==> src/rtl/ecc_pkg.sv <==
// +----------------------------------------------------------------------------+
// | ecc_pkg                                                                    |
// | Shared types and constants for the ECC operand loader/unloader.            |
// | Rev 1.0 - initial release                                                  |
// +----------------------------------------------------------------------------+
`default_nettype none

package ecc_pkg;

  typedef enum logic [1:0] {
    ST_IDLE   = 2'd0,
    ST_LOAD   = 2'd1,
    ST_RUN    = 2'd2,
    ST_UNLOAD = 2'd3
  } ecc_state_e;

  localparam int unsigned c_def_nibble_w = 4;
  localparam int unsigned c_def_word_w   = 32;
  localparam int unsigned c_def_num_in   = 5;
  localparam int unsigned c_def_num_out  = 2;

  // Operand channel order on din / core_ops.
  localparam int unsigned CH_PRIME = 0;
  localparam int unsigned CH_PX    = 1;
  localparam int unsigned CH_PY    = 2;
  localparam int unsigned CH_A     = 3;
  localparam int unsigned CH_K     = 4;

endpackage

`default_nettype wire

==> src/rtl/ecc_nibble_shreg.sv <==
// +----------------------------------------------------------------------------+
// | ecc_nibble_shreg                                                           |
// | One WORD_W register: nibble shift-in (MSB first), clear, parallel load.    |
// | Rev 1.0 - initial release                                                  |
// +----------------------------------------------------------------------------+
`default_nettype none

module ecc_nibble_shreg
  import ecc_pkg::*;
#(
  parameter int unsigned NIBBLE_W = c_def_nibble_w,
  parameter int unsigned WORD_W   = c_def_word_w
) (
  input  logic                clk,
  input  logic                rst,
  input  logic                clr_i,
  input  logic                shift_i,
  input  logic [NIBBLE_W-1:0] nib_i,
  input  logic                load_i,
  input  logic [WORD_W-1:0]   word_i,
  output logic [WORD_W-1:0]   word_o
);

  logic [WORD_W-1:0] word_q;
  logic [WORD_W-1:0] word_d;
  logic [WORD_W-1:0] w_base;

  // Clear combined with shift yields {0.., nib_i}: the first beat of a fresh load.
  always_comb begin
    w_base = clr_i ? '0 : word_q;
    word_d = w_base;
    if (load_i) begin
      word_d = word_i;
    end else if (shift_i) begin
      word_d = {w_base[WORD_W-NIBBLE_W-1:0], nib_i};
    end
  end

  always_ff @(posedge clk) begin
    if (rst) begin
      word_q <= '0;
    end else begin
      word_q <= word_d;
    end
  end

  assign word_o = word_q;

endmodule

`default_nettype wire

==> src/rtl/ecc_operand_io.sv <==
// +----------------------------------------------------------------------------+
// | ecc_operand_io                                                             |
// | Nibble-serial operand loader / result unloader around the ECC core.        |
// | Optional range check on prime/Px/Py: define ECC_IO_RANGE_CHECK_EN.         |
// | Rev 1.0 - initial release                                                  |
// +----------------------------------------------------------------------------+
`default_nettype none

module ecc_operand_io
  import ecc_pkg::*;
#(
  parameter int unsigned NIBBLE_W = c_def_nibble_w,
  parameter int unsigned WORD_W   = c_def_word_w,
  parameter int unsigned NUM_IN   = c_def_num_in,
  parameter int unsigned NUM_OUT  = c_def_num_out
) (
  input  logic                       clk,
  input  logic                       rst,
  input  logic                       valid,
  input  logic [NUM_IN*NIBBLE_W-1:0] din,
  output logic                       ready,
  output logic                       core_start,
  output logic [NUM_IN*WORD_W-1:0]   core_ops,
  input  logic                       core_done,
  input  logic [NUM_OUT*WORD_W-1:0]  core_res,
  output logic                       out_valid,
  output logic [NIBBLE_W-1:0]        dout,
  output logic                       err
);

  localparam int unsigned c_beats = WORD_W / NIBBLE_W;
  localparam int unsigned c_cnt_w = (c_beats * NUM_OUT > 1) ? $clog2(c_beats * NUM_OUT) : 1;
  localparam logic [c_cnt_w-1:0] c_last_in  = c_cnt_w'(c_beats - 1);
  localparam logic [c_cnt_w-1:0] c_last_out = c_cnt_w'(c_beats * NUM_OUT - 1);

  ecc_state_e         state_q;
  logic [c_cnt_w-1:0] cnt_q;
  logic               ready_q;
  logic               start_q;
  logic               first_q;
  logic               bad_q;
  logic               err_q;
  logic               out_valid_q;

  logic [WORD_W-1:0]  w_ops [NUM_IN];
  logic [WORD_W-1:0]  w_res [NUM_OUT];

  logic w_beat;
  logic w_op_clr;
  logic w_run_fail;
  logic w_res_load;
  logic w_res_shift;
  logic w_bad_next;

  assign w_beat      = valid && ready_q;
  assign w_op_clr    = w_beat && (state_q == ST_IDLE);
  assign w_run_fail  = (state_q == ST_RUN) && first_q && bad_q;
  assign w_res_load  = (state_q == ST_RUN) && core_done && !w_run_fail;
  assign w_res_shift = (state_q == ST_UNLOAD);

`ifdef ECC_IO_RANGE_CHECK_EN
  // Judged on the operand values the final beat is about to complete, so the
  // start pulse can be withheld in the very first RUN cycle.
  logic [WORD_W-1:0] w_prime_nx;
  logic [WORD_W-1:0] w_px_nx;
  logic [WORD_W-1:0] w_py_nx;

  assign w_prime_nx = {w_ops[CH_PRIME][WORD_W-NIBBLE_W-1:0], din[CH_PRIME*NIBBLE_W +: NIBBLE_W]};
  assign w_px_nx    = {w_ops[CH_PX][WORD_W-NIBBLE_W-1:0],    din[CH_PX*NIBBLE_W +: NIBBLE_W]};
  assign w_py_nx    = {w_ops[CH_PY][WORD_W-NIBBLE_W-1:0],    din[CH_PY*NIBBLE_W +: NIBBLE_W]};
  assign w_bad_next = (w_prime_nx == '0) || (w_px_nx >= w_prime_nx) || (w_py_nx >= w_prime_nx);
`else
  assign w_bad_next = 1'b0;
`endif

  always_ff @(posedge clk) begin
    if (rst) begin
      state_q     <= ST_IDLE;
      cnt_q       <= '0;
      ready_q     <= 1'b1;
      start_q     <= 1'b0;
      first_q     <= 1'b0;
      bad_q       <= 1'b0;
      err_q       <= 1'b0;
      out_valid_q <= 1'b0;
    end else begin
      start_q <= 1'b0;
      first_q <= 1'b0;
      if (w_beat) begin
        err_q <= 1'b0;
      end
      unique case (state_q)
        ST_IDLE: begin
          if (w_beat) begin
            state_q <= ST_LOAD;
            cnt_q   <= c_cnt_w'(1);
          end
        end
        ST_LOAD: begin
          if (w_beat) begin
            if (cnt_q == c_last_in) begin
              state_q <= ST_RUN;
              ready_q <= 1'b0;
              cnt_q   <= '0;
              start_q <= !w_bad_next;
              first_q <= 1'b1;
              bad_q   <= w_bad_next;
            end else begin
              cnt_q <= cnt_q + 1'b1;
            end
          end
        end
        ST_RUN: begin
          if (w_run_fail) begin
            state_q <= ST_IDLE;
            ready_q <= 1'b1;
            err_q   <= 1'b1;
            bad_q   <= 1'b0;
          end else if (core_done) begin
            state_q     <= ST_UNLOAD;
            out_valid_q <= 1'b1;
          end
        end
        ST_UNLOAD: begin
          if (cnt_q == c_last_out) begin
            state_q     <= ST_IDLE;
            ready_q     <= 1'b1;
            out_valid_q <= 1'b0;
            cnt_q       <= '0;
          end else begin
            cnt_q <= cnt_q + 1'b1;
          end
        end
        default: state_q <= ST_IDLE;
      endcase
    end
  end

  for (genvar i = 0; i < NUM_IN; i++) begin : g_in
    ecc_nibble_shreg #(
      .NIBBLE_W (NIBBLE_W),
      .WORD_W   (WORD_W)
    ) u_op_reg (
      .clk     (clk),
      .rst     (rst),
      .clr_i   (w_op_clr),
      .shift_i (w_beat),
      .nib_i   (din[i*NIBBLE_W +: NIBBLE_W]),
      .load_i  (1'b0),
      .word_i  ({WORD_W{1'b0}}),
      .word_o  (w_ops[i])
    );
    assign core_ops[i*WORD_W +: WORD_W] = w_ops[i];
  end

  // Result words form one long chain: word j+1 feeds word j, so dout is always
  // the top nibble of word 0 and the chain drains to zero after unloading.
  logic [NUM_OUT*(WORD_W-NIBBLE_W)-1:0] w_unused_res;

  for (genvar j = 0; j < NUM_OUT; j++) begin : g_out
    logic [NIBBLE_W-1:0] w_chain;
    if (j == NUM_OUT - 1) begin : g_tail
      assign w_chain = '0;
    end else begin : g_link
      assign w_chain = w_res[j+1][WORD_W-1 -: NIBBLE_W];
    end

    ecc_nibble_shreg #(
      .NIBBLE_W (NIBBLE_W),
      .WORD_W   (WORD_W)
    ) u_res_reg (
      .clk     (clk),
      .rst     (rst),
      .clr_i   (1'b0),
      .shift_i (w_res_shift),
      .nib_i   (w_chain),
      .load_i  (w_res_load),
      .word_i  (core_res[j*WORD_W +: WORD_W]),
      .word_o  (w_res[j])
    );
    assign w_unused_res[j*(WORD_W-NIBBLE_W) +: (WORD_W-NIBBLE_W)] = w_res[j][WORD_W-NIBBLE_W-1:0];
  end

  assign ready      = ready_q;
  assign core_start = start_q;
  assign out_valid  = out_valid_q;
  assign dout       = w_res[0][WORD_W-1 -: NIBBLE_W];
  assign err        = err_q;

endmodule

`default_nettype wire

==> config.mk <==
export PLATFORM = sky130hd
export DESIGN_NAME = ecc_operand_io
export DESIGN_NICKNAME = d
export VERILOG_FILES = /design/src/rtl/ecc_pkg.sv /design/src/rtl/ecc_nibble_shreg.sv /design/src/rtl/ecc_operand_io.sv
export SDC_FILE = /design/constraint.sdc
export NUM_CORES = 1
export LEC_CHECK = 0
export CORE_UTILIZATION = 30
export CTS_CLUSTER_SIZE = 8
export DETAILED_ROUTE_END_ITERATION = 6
export PLACE_DENSITY = 0.51
export RECOVER_POWER = 50
export SYNTH_ARGS = -nofsm -noshare
export SYNTH_HDL_FRONTEND = slang
export SYNTH_SLANG_ARGS = --single-unit
==> constraint.sdc <==
create_clock -name clk -period 3.5 [get_ports clk]
set_input_delay 0.7 -clock clk [delete_from_list [all_inputs] [get_ports clk]]
set_output_delay 0.7 -clock clk [all_outputs]
set_load 0.02 [all_outputs]
==> run metrics <==
r2r endpoint=g_out[0].u_res_reg.word_o[25]; vias per inst=approximately 4.9; worst hold path cell count=2; Maximum Capacitance Violations=0; H-tree depth=2; clk root buf=clkbuf_16; Setup-failing EPs final=0; largest net degree at the start of global routing=approximately 130; crit-path cells=ha_2 -> buf_4 -> mux2i_1 -> a211oi_1; worst r2r src=state_q[1]; routed wire length=between 20 and 30 mm; Max Fanout on Critical Path=41; fillers=a little over 3000; Post-Synth XOR/XNOR Area=0%; Ys Warns=0; core area=~0.031 mm2; CTS clock-pin slew for the worst setup and hold paths=approximately 0.05 ns; via count=8115; Setup crit start kind=flip-flop; vias in the first global route=7656; antenna violations before repair=3; fmax=about 0.4 GHz; synthesized area=0.00937 mm2; synthesis-to-layout area growth=39.8%; number of synthesized flops with an enable pin=0; gr usage total=about 17%; die height=approximately 180 um; max_slew headroom=between 20% and 30%; Hold Buf Count CTS=0; CTS Buf Count=35; Reg2Reg Depth=4; syn_nets=about 1200; arrival time worst endpoint=roughly 2.9 ns; Max VDD drop=roughly 0.50 mV; average wire per standard cell=about 16 um; slowest CP cell=ha_2; Pwr Density=between 600 and 700 mW/mm2; Max clock buf depth=3; Syn Inst Count=about 1100; RSZ-0062 raised after global routing=false; Final Core Density=42.7%; leakage=4.26 nW; Fin. Hold Viols=0; drt drc=0; Synth Area in Adders=less than 1%; post-synthesis simple-gate area fraction=23.1%; PortBufs=roughly 250; kind of end point of the critical path=flip-flop; Slew Viols, Final=0; commonest cells in the netlist=dfxtp_1 (233), nand2_1 (190), a21oi_1 (167); row count=64; Initial Util=~30%; most numerous cell in the Yosys netlist=dfxtp_1; Synth area leader=dfxtp_1; Fin Setup TNS=0 ns; syn avg cell area=between 8 and 9 um2; CP max stage delay=1.00 ns; part of the Yosys area used for sequential elements=49.8%; CP required=between 3 and 4 ns; Die Wd=around 180 um; DP Area=0.0121 mm2; post-synth top area share=between 40% and 50%; crit path time final=about 2.5 ns; first drt pass iteration count=4; Hold Crit Start=g_in[1].u_op_reg.word_o[29]; hpwl dp=17.1 mm; kind of critical path=reg2reg; clock tree sinks=around 230; Worst Hold Endpoint=g_in[1].u_op_reg.word_o[29]; Min-Delay Path Class=reg2reg; # nets final=around 1400; Final Cycle Share=between 70% and 80%; Final Skew=0.0172 ns; first-pass GRT wire length=~43 mm; status=complete, no violations; DRT iter0 DRCs=slightly above 500; Final ANT Viol Nets=0; largest family of logic cells by synthesized area=simple AND/OR/NAND/NOR gates; fin area=between 0.01 and 0.015 mm2; Area contributors post-synth=dfxtp_1 (50%), nand3b_1 (12%), a21oi_1 (8.9%); worst slew pin tran=1.18 ns; WHS=~0.44 ns; GP Congestion=roughly 0.75; Post-synth ARST share=0%; Compound-Gate Fraction of Synth Area=14.7%; Die ar.=about 0.032 mm2; synth unique cells=32; total grt overflow=0; multiplexer area fraction after synthesis=approximately 6.6%; Skew-Pair Late Insertion Delay=0.50 ns; Main synth FF type=dfxtp_1; I/O Pins=about 260; Post-CTS Resized=0; #FFs+latches synth=between 200 and 250; r2r setup slk=~0.96 ns; layout cell share with drive strength beyond 1=around 4.9%; Setup Buffers After CTS=0; CTS tree=done; number of diodes=0
-- cells in the final DEF, fill, tap and decap left out, types with 2 or more instances in the layout --
cell type        count
dfxtp_1            233
buf_12               6
clkdlybuf4s50_1    229
nor2_1              68
mux2i_1             62
nand2_1            188
nand2_2              2
clkbuf_8             2
inv_1                4
clkbuf_16           36
nand3_1              5
nand3b_1           144
buf_4                5
a21oi_1            167
o21ai_0              4
dlygate4sd3_1       24
ha_1                 3
a211oi_1            61
-- kinds of logic after synthesis --
| kind of cell | after synthesis |
|---|---|
| muxes | 62 |
| other | 1 |
| and+or+nand+nor | 417 |
| adders and majority gates | 5 |
| DFF | 233 |
| buffers and inverters | 106 |
| AOI/OAI and AO/OA | 238 |
-- power breakdown --
group | total, W | internal (W) | switching, W
sequential | 0.00300 | 0.00287 | 0.000136
clock | 0.00306 | 0.00191 | 0.00115
combinational | 0.00201 | 0.000875 | 0.00113
-- state kept, by name, summed over array words and instances, names as in the netlist, named ones only --
signal,count
g_in.u_op_reg.word_o,140
g_out.u_res_reg.word_o,64
cnt_q,4
state_q,2
first_q,1
out_valid,1
ready,1
-- metrics by stage --
| stage | cells | worst slack [ns] | total power [W] |
|---|---|---|---|
| after CTS | 1662 | 1.19 | 0.00823 |
| after global routing | 1662 | 0.758 | 0.00848 |
| final | 1662 | 0.963 | 0.00807 |
| after floorplan | 1062 | 1.86 | 0.00448 |
| after global placement | 1621 | 1.00 | 0.00511 |
| after detailed placement | 1621 | 0.978 | 0.00511 |
-- critical path, delay by kind of cell, from the launching register on --
kind | cells | cell delay (ns)
compound gates | 1 | 0.09
fa+ha+maj | 1 | 1.00
buf+inv | 1 | 0.58
flops | 1 | 0.40
mux | 1 | 0.26
-- layout make-up --
class                           instances  area (um2)  share of cell area (%)
Clock inverter                          3        55.1                   0.420
Tap cell                              396         495                    3.78
Clock buffer                           38         918                    7.01
Inverter                                4        15.0                   0.115
Timing Repair Buffer                  265        2700                    20.6
Sequential cell                       233        4660                    35.6
Multi-Input combinational cell        723        4250                    32.4
-- worst max-delay path by stage --
stage,startpoint,to,slack (ns)
4_1_cts,g_in[3].u_op_reg.word_o[12],core_ops[108],1.19
3_5_place_dp,valid,g_in[3].u_op_reg.word_o[15],0.98
5_1_grt,state_q[1],g_out[0].u_res_reg.word_o[21],0.76
6_report,state_q[1],g_out[0].u_res_reg.word_o[25],0.96
2_1_floorplan,valid,state_q[0],1.86
3_3_place_gp,valid,g_in[2].u_op_reg.word_o[29],1.00
-- routing by layer --
layer	vias to the layer above	GRT usage, %	wire length (um)
met5	-	0	34
met4	6	5.01	514
met3	47	4.47	1920
met2	233	24.5	11600
met1	3784	23.4	13000
li1	4045	-	-
(Power assumes the default switching activity.)
